## src/rtl/rally_referee_pkg.sv

```systemverilog
// Shared referee constants: player ids, ball geometry, net line and FSM state codes.
// The ball controller uses the same player and geometry constants.
package rally_referee_pkg;

   localparam logic PLAYER1 = 1'b0;
   localparam logic PLAYER2 = 1'b1;

   localparam int BALL_SIZE = 64;
   localparam int NET_X_DEF = 512;

   typedef enum logic [1:0] {
      PLAY      = 2'd0,
      POINT     = 2'd1,
      HOLD      = 2'd2,
      GAME_OVER = 2'd3
   } ref_state_t;

   // Player whose half holds the ball centre; that player loses a ground point.
   function automatic logic ground_loser(input logic [11:0] posx, input int net_x);
      logic [12:0] centre;
      centre = {1'b0, posx} + 13'(BALL_SIZE / 2);
      return (int'(centre) >= net_x) ? PLAYER2 : PLAYER1;
   endfunction

endpackage

```

## src/rtl/rally_referee_touch_filter.sv

```systemverilog
// Turns a raw player/ball collision level into a one-cycle touch pulse.
// A rising edge inside the ghost window after the previous counted touch is dropped.
module rally_referee_touch_filter #(
   parameter int GHOST_CYC = 16_250_000
) (
   input  logic clk,
   input  logic rst,
   input  logic col,
   output logic touch
);

   localparam int GW = (GHOST_CYC > 1) ? $clog2(GHOST_CYC) : 1;

   logic          col_q;
   logic [GW-1:0] ghost;
   logic          hit;

   assign hit = col & ~col_q & (ghost == '0);

   // col_q resets high so a level held across reset is not taken as an edge.
   always_ff @(posedge clk or negedge rst) begin
      if (!rst) begin
         col_q <= 1'b1;
         ghost <= '0;
         touch <= 1'b0;
      end else begin
         col_q <= col;
         touch <= hit;
         if (hit)
            ghost <= GW'(GHOST_CYC - 1);
         else if (ghost != '0)
            ghost <= ghost - 1'b1;
      end
   end

endmodule

```

## src/rtl/rally_referee.sv

```systemverilog
// Rally referee: counts touches per possession, awards points, holds between rallies
// and stops the game at the winning score.
module rally_referee
   import rally_referee_pkg::*;
#(
   parameter int GHOST_CYC = 16_250_000,
   parameter int HOLD_CYC  = 170_000_000,
   parameter int WIN_SCORE = 15,
   parameter int NET_X     = NET_X_DEF
) (
   input  logic        clk,
   input  logic        rst,
   input  logic        pl1_col,
   input  logic        pl2_col,
   input  logic        gnd_col,
   input  logic [11:0] ball_posx,
   input  logic        new_game,
   output logic        last_touch,
   output logic        ovr_touch,
   output logic        point_strobe,
   output logic [3:0]  pl1_score,
   output logic [3:0]  pl2_score,
   output logic        game_over,
   output logic [1:0]  state,
   output logic [2:0]  touch_cnt
);

   localparam int                HOLD_W    = (HOLD_CYC > 1) ? $clog2(HOLD_CYC) : 1;
   localparam logic [HOLD_W-1:0] HOLD_LAST = HOLD_W'(HOLD_CYC - 1);
   localparam logic [3:0]        WIN       = 4'(WIN_SCORE);

   ref_state_t        cur_state, nxt_state;
   logic              touch1, touch2;
   logic              gnd_q, gnd_rise, gnd_win;
   logic              ovr_flag, nxt_ovr;
   logic              nxt_last, award, winner, toucher;
   logic [2:0]        nxt_cnt, cnt_inc;
   logic [3:0]        nxt_p1, nxt_p2;
   logic [HOLD_W-1:0] hold_timer, nxt_timer;

   rally_referee_touch_filter #(.GHOST_CYC(GHOST_CYC)) u_pl1 (
      .clk(clk), .rst(rst), .col(pl1_col), .touch(touch1)
   );
   rally_referee_touch_filter #(.GHOST_CYC(GHOST_CYC)) u_pl2 (
      .clk(clk), .rst(rst), .col(pl2_col), .touch(touch2)
   );

   function automatic logic [3:0] sat_inc(input logic [3:0] s);
      return (s < WIN) ? s + 4'd1 : s;
   endfunction

   // Ground edge is registered like the touches, so both reach the FSM in the same cycle.
   always_ff @(posedge clk or negedge rst) begin
      if (!rst) begin
         gnd_q    <= 1'b1;
         gnd_rise <= 1'b0;
         gnd_win  <= PLAYER1;
      end else begin
         gnd_q    <= gnd_col;
         gnd_rise <= gnd_col & ~gnd_q;
         gnd_win  <= ~ground_loser(ball_posx, NET_X);
      end
   end

   always_ff @(posedge clk or negedge rst) begin
      if (!rst) begin
         cur_state  <= PLAY;
         last_touch <= PLAYER1;
         touch_cnt  <= 3'd0;
         pl1_score  <= 4'd0;
         pl2_score  <= 4'd0;
         hold_timer <= '0;
         ovr_flag   <= 1'b0;
      end else begin
         cur_state  <= nxt_state;
         last_touch <= nxt_last;
         touch_cnt  <= nxt_cnt;
         pl1_score  <= nxt_p1;
         pl2_score  <= nxt_p2;
         hold_timer <= nxt_timer;
         ovr_flag   <= nxt_ovr;
      end
   end

   always_comb begin
      nxt_state = cur_state;
      nxt_last  = last_touch;
      nxt_cnt   = touch_cnt;
      nxt_p1    = pl1_score;
      nxt_p2    = pl2_score;
      nxt_timer = hold_timer;
      nxt_ovr   = ovr_flag;
      award     = 1'b0;
      winner    = PLAYER1;
      cnt_inc   = touch_cnt + 3'd1;
      // Simultaneous touches: only the player taking over possession counts.
      toucher   = (touch1 & touch2) ? ~last_touch : touch2;

      case (cur_state)
         PLAY: begin
            if (gnd_rise) begin
               award   = 1'b1;
               winner  = gnd_win;
               nxt_ovr = 1'b0;
            end else if (touch1 | touch2) begin
               if (toucher != last_touch) begin
                  nxt_last = toucher;
                  nxt_cnt  = 3'd1;
               end else if (cnt_inc == 3'd4) begin
                  award   = 1'b1;
                  winner  = ~toucher;
                  nxt_ovr = 1'b1;
               end else begin
                  nxt_cnt = cnt_inc;
               end
            end
         end
         // last_touch already holds the winner here.
         POINT: nxt_state = (((last_touch == PLAYER2) ? pl2_score : pl1_score) == WIN) ? GAME_OVER : HOLD;
         HOLD: begin
            if (hold_timer < HOLD_LAST)
               nxt_timer = hold_timer + 1'b1;
            if (hold_timer >= HOLD_LAST && !gnd_col)
               nxt_state = PLAY;
         end
         GAME_OVER: begin
            if (new_game) begin
               nxt_p1    = 4'd0;
               nxt_p2    = 4'd0;
               nxt_last  = PLAYER1;
               nxt_cnt   = 3'd0;
               nxt_state = PLAY;
            end
         end
         default: nxt_state = PLAY;
      endcase

      // Score lands on entry to POINT so the strobe and the new score coincide.
      if (award) begin
         nxt_state = POINT;
         nxt_last  = winner;
         nxt_cnt   = 3'd0;
         nxt_timer = '0;
         if (winner == PLAYER2)
            nxt_p2 = sat_inc(pl2_score);
         else
            nxt_p1 = sat_inc(pl1_score);
      end
   end

   assign point_strobe = (cur_state == POINT);
   assign ovr_touch    = (cur_state == POINT) & ovr_flag;
   assign game_over    = (cur_state == GAME_OVER);
   assign state        = cur_state;

endmodule

```

## config.mk

```make
export PLATFORM = sky130hd
export DESIGN_NAME = rally_referee
export DESIGN_NICKNAME = d
export VERILOG_FILES = /design/src/rtl/rally_referee_pkg.sv /design/src/rtl/rally_referee_touch_filter.sv /design/src/rtl/rally_referee.sv
export SDC_FILE = /design/constraint.sdc
export NUM_CORES = 1
export LEC_CHECK = 0
export CAP_MARGIN = 20
export CORE_MARGIN = 2
export CORE_UTILIZATION = 55
export DETAILED_ROUTE_END_ITERATION = 12
export PLACE_DENSITY = 0.81
export SLEW_MARGIN = 20
export SYNTH_ARGS = -nofsm -noshare
export SYNTH_HDL_FRONTEND = slang
export SYNTH_SLANG_ARGS = --single-unit
export TNS_END_PERCENT = 10
```

## constraint.sdc

```tcl
create_clock -name clk -period 5.5 [get_ports clk]
set_input_delay 0.55 -clock clk [delete_from_list [all_inputs] [get_ports clk]]
set_output_delay 0.55 -clock clk [all_outputs]
set_load 0.1 [all_outputs]
```

==> results.tsv <==
stage	metric	value	unit
run_status	outcome	finished, final reports clean	
final_layout	layout_commonest_cell	dfrtp_1	
sta	hold_viol	0	
global_route	grt_pass1_vias	4207	
final_layout	stdcell_area	0.00601	mm^2
yosys	post_synth_inst_count	555	
final_layout	diodes	0	
yosys	synth.area.top_cells	dfrtp_1 44%, a21oi_1 3.6%, nor2_1 3.1%	
global_route	grt.overflow.total	0	
pwr	powerDensity	270	mW/mm^2
pwr	vdd_drop_max	192	uV
sta	post-route-min-period	3.28	ns
critical_path	cp_slowest_cell	o31a_1	
yosys	syn_area	0.00539	mm^2
die	die_area	0.0106	mm^2
sta	finalClockSkew	0.00655	ns
placed_design	routabilityCongestion	0.897	
critical_path	cp_data_arrival_time	3.54	ns
run	cap_violations	0	
cts	clk_latency	0.38	ns
critical_path	crit_required	5.77	ns
route	routed_wl	11000	um
placed_design	hpwlAfterDp	7640	um
critical_path	reg2reg_from	touch_cnt[0]$_DFFE_PN0P_	
cts	cts.clk_slew.worst_paths	0.09	ns
final_layout	nets	611	
critical_path	reg2reg_depth	7	
route	vias	4426	
critical_path	cp-start-kind	register	
die	coreArea	0.00964	mm^2
cts	cts_max_level	3	
cts	clock_path_buffers	2	
route	drtIter0Drc	156	
yosys	synthArstFlopShare	1.00	
final_layout	final_cell_mix	95 x dfrtp_1, 44 x nor2_1, 43 x nand2_1	
sta	worst_pin_slew	1.03	ns
sta	fmax	305	MHz
die	start_util	0.559	
critical_path	crit_type	register to register	
final_layout	syn2layout_area_growth	11.4	%
cts	cts.repair.resized	0	
global_route	antenna_found_initial	0	
die	boundaryPins	35	
yosys	ys.flop_type	dfrtp_1	
placed_design	portBuffers	29	
yosys	synth.avg_cell_area	9.71	um^2
die	rows	36	
cts	numCtsBuffers	9	
route	dr.pass1.iters	4	
critical_path	rr_endpoint	last_touch$_DFFE_PN0P_	
sta	relSlewSlack	0.315	
die	die_y	103	um
route	drc_errors	0	
yosys	ys_seq_area_frac	0.456	
yosys	ys_ff_latch	98	
critical_path	end_kind	register	
cts	cts-root-buf	clkbuf_8	
yosys	ys_warn_count	0	
sta	final-setup-viol-count	0	
min_path	hold_path.class	primary input to asynchronous set/reset pin	
route	viasPerCell	6.16	
cts	post_cts_buffers	0	
cts	ctsHoldBuffers	0	
critical_path	max_stage_delay	0.89	ns
global_route	grt_usage	0.222	
critical_path	cpMostUsedCell	ha_1	
sta	slew_violations	0	
sta	final.setup.tns	0	ns
critical_path	rrSetupSlack	2.22	ns
yosys	synth.top_cell.area_share	0.441	
cts	clock-sinks	98	
route	ant_nets	0	
final_layout	drive_gt1_frac	0.0683	
cts	tritoncts	yes	
sta	post-route-period-util	0.596	
yosys	synth_cell_types	69	
sta	grt_setup_unrepaired	false	
critical_path	crit_chain	ha_1 > ha_1 > nor4bb_1 > o31a_1 > o21ai_1 > a31oi_1 > mux2_1	
critical_path	worstSetupStartpoint	touch_cnt[0]$_DFFE_PN0P_	
yosys	synth_area_leader_cell	dfrtp_1	
route	wl_per_cell	15.3	um
critical_path	endpoint	last_touch$_DFFE_PN0P_	
yosys	synth_fp_nets	585	
sta	hold_slack	0.0924	ns
die	die_width	103	um
yosys	synth-edff-count	0	
global_route	grt_pass1_wl	18800	um
pwr	p_leak	2.49	nW
placed_design	placed_cell_area	0.00579	mm^2
global_route	grt_start_max_net_pins	67	
critical_path	path_max_fanout	26	
worst max-delay path: cells and delay by family, from the launching register on:
kind | cells | cell delay [ns]
AO/OA/AOI/OAI | 3 | 1.53
AND/OR/NAND/NOR | 1 | 0.56
flip-flops | 1 | 0.42
multiplexers | 1 | 0.33
adder cells (fa/ha/maj) | 2 | 0.32
stage by stage:
stage          instances  setup slack, ns  utilization  total power, mW
5_1_grt              719             1.83        0.623             1.72
2_1_floorplan        555             1.51            -             1.07
3_5_place_dp         703             2.21        0.601             1.15
6_report             719             2.22        0.623             1.62
4_1_cts              719             2.17        0.623             1.64
3_3_place_gp         702             2.28        0.600             1.12
worst min-delay path by stage:
stage | endpoint | slack [ns] | from
floorplan | gnd_rise$_DFF_PN0_ | 0.25 | rst
global placement | u_pl2.ghost[6]$_DFFE_PN0P_ | 0.46 | u_pl2.ghost[6]$_DFFE_PN0P_
detailed placement | gnd_rise$_DFF_PN0_ | 0.46 | gnd_q$_DFF_PN1_
CTS | hold_timer[2]$_DFFE_PN0P_ | 0.09 | rst
global route | hold_timer[2]$_DFFE_PN0P_ | 0.11 | rst
finish | hold_timer[2]$_DFFE_PN0P_ | 0.09 | rst
sequential cells by signal (all words and copies together) (netlist names), 2 cells and up:
| name | cells |
|---|---|
| hold_timer | 28 |
| pl1_score | 4 |
| pl2_score | 4 |
| state | 2 |
| touch_cnt | 3 |
| u_pl1.ghost | 24 |
| u_pl2.ghost | 24 |
layer usage:
layer,GRT usage,up-vias,wire [um]
li1,-,2163,-
met1,0.282,2165,5050
met2,0.376,80,5400
met3,0.0488,18,379
met4,0.0789,0,172
met5,0,-,0
synthesized netlist by cell type (all sizes together), types with 3 or more instances:
| library cell | count |
|---|---|
| nor4b | 5 |
| nor2b | 4 |
| a32o | 3 |
| and2 | 5 |
| and3 | 8 |
| nor3 | 32 |
| dfrtp | 95 |
| nor2 | 44 |
| nand3b | 7 |
| or4 | 18 |
| buf | 5 |
| a21oi | 39 |
| mux2i | 14 |
| xnor2 | 11 |
| o31ai | 10 |
| a31o | 4 |
| a21o | 3 |
| and4 | 6 |
| nand2 | 43 |
| dfstp | 3 |
| nand2b | 6 |
| nand3 | 14 |
| xor2 | 10 |
| mux2 | 5 |
| ha | 12 |
| a41o | 3 |
| or3 | 15 |
| a41oi | 3 |
| a31oi | 11 |
| a211oi | 3 |
| clkbuf | 12 |
| nor4 | 20 |
| o21ai | 21 |
| nand4 | 12 |
| inv | 16 |
kinds of logic after synthesis:
group,count (synthesis),share of synthesized area
xor gates and xnor gates,21,0.0341
and+or+nand+nor,250,0.271
buffers and inverters,33,0.0255
DFF,98,0.456
muxes,19,0.0364
adders and majority gates,12,0.0279
AOI/OAI and AO/OA,122,0.149
final cells by class:
class,instances,area [um^2]
multi-input combinational,424,2800
inverter,16,60.1
clock buffer,11,151
tap,133,166
timing repair buffer,32,310
fill,826,3630
clock inverter,5,60.1
sequential,98,2460
power breakdown:
| part | switching (mW) | internal (mW) |
|---|---|---|
| logic | 0.112 | 0.0981 |
| clock network | 0.255 | 0.237 |
| registers | 0.107 | 0.814 |
| total | 0.474 | 1.15 |
Power figures use the tool's default switching activity.
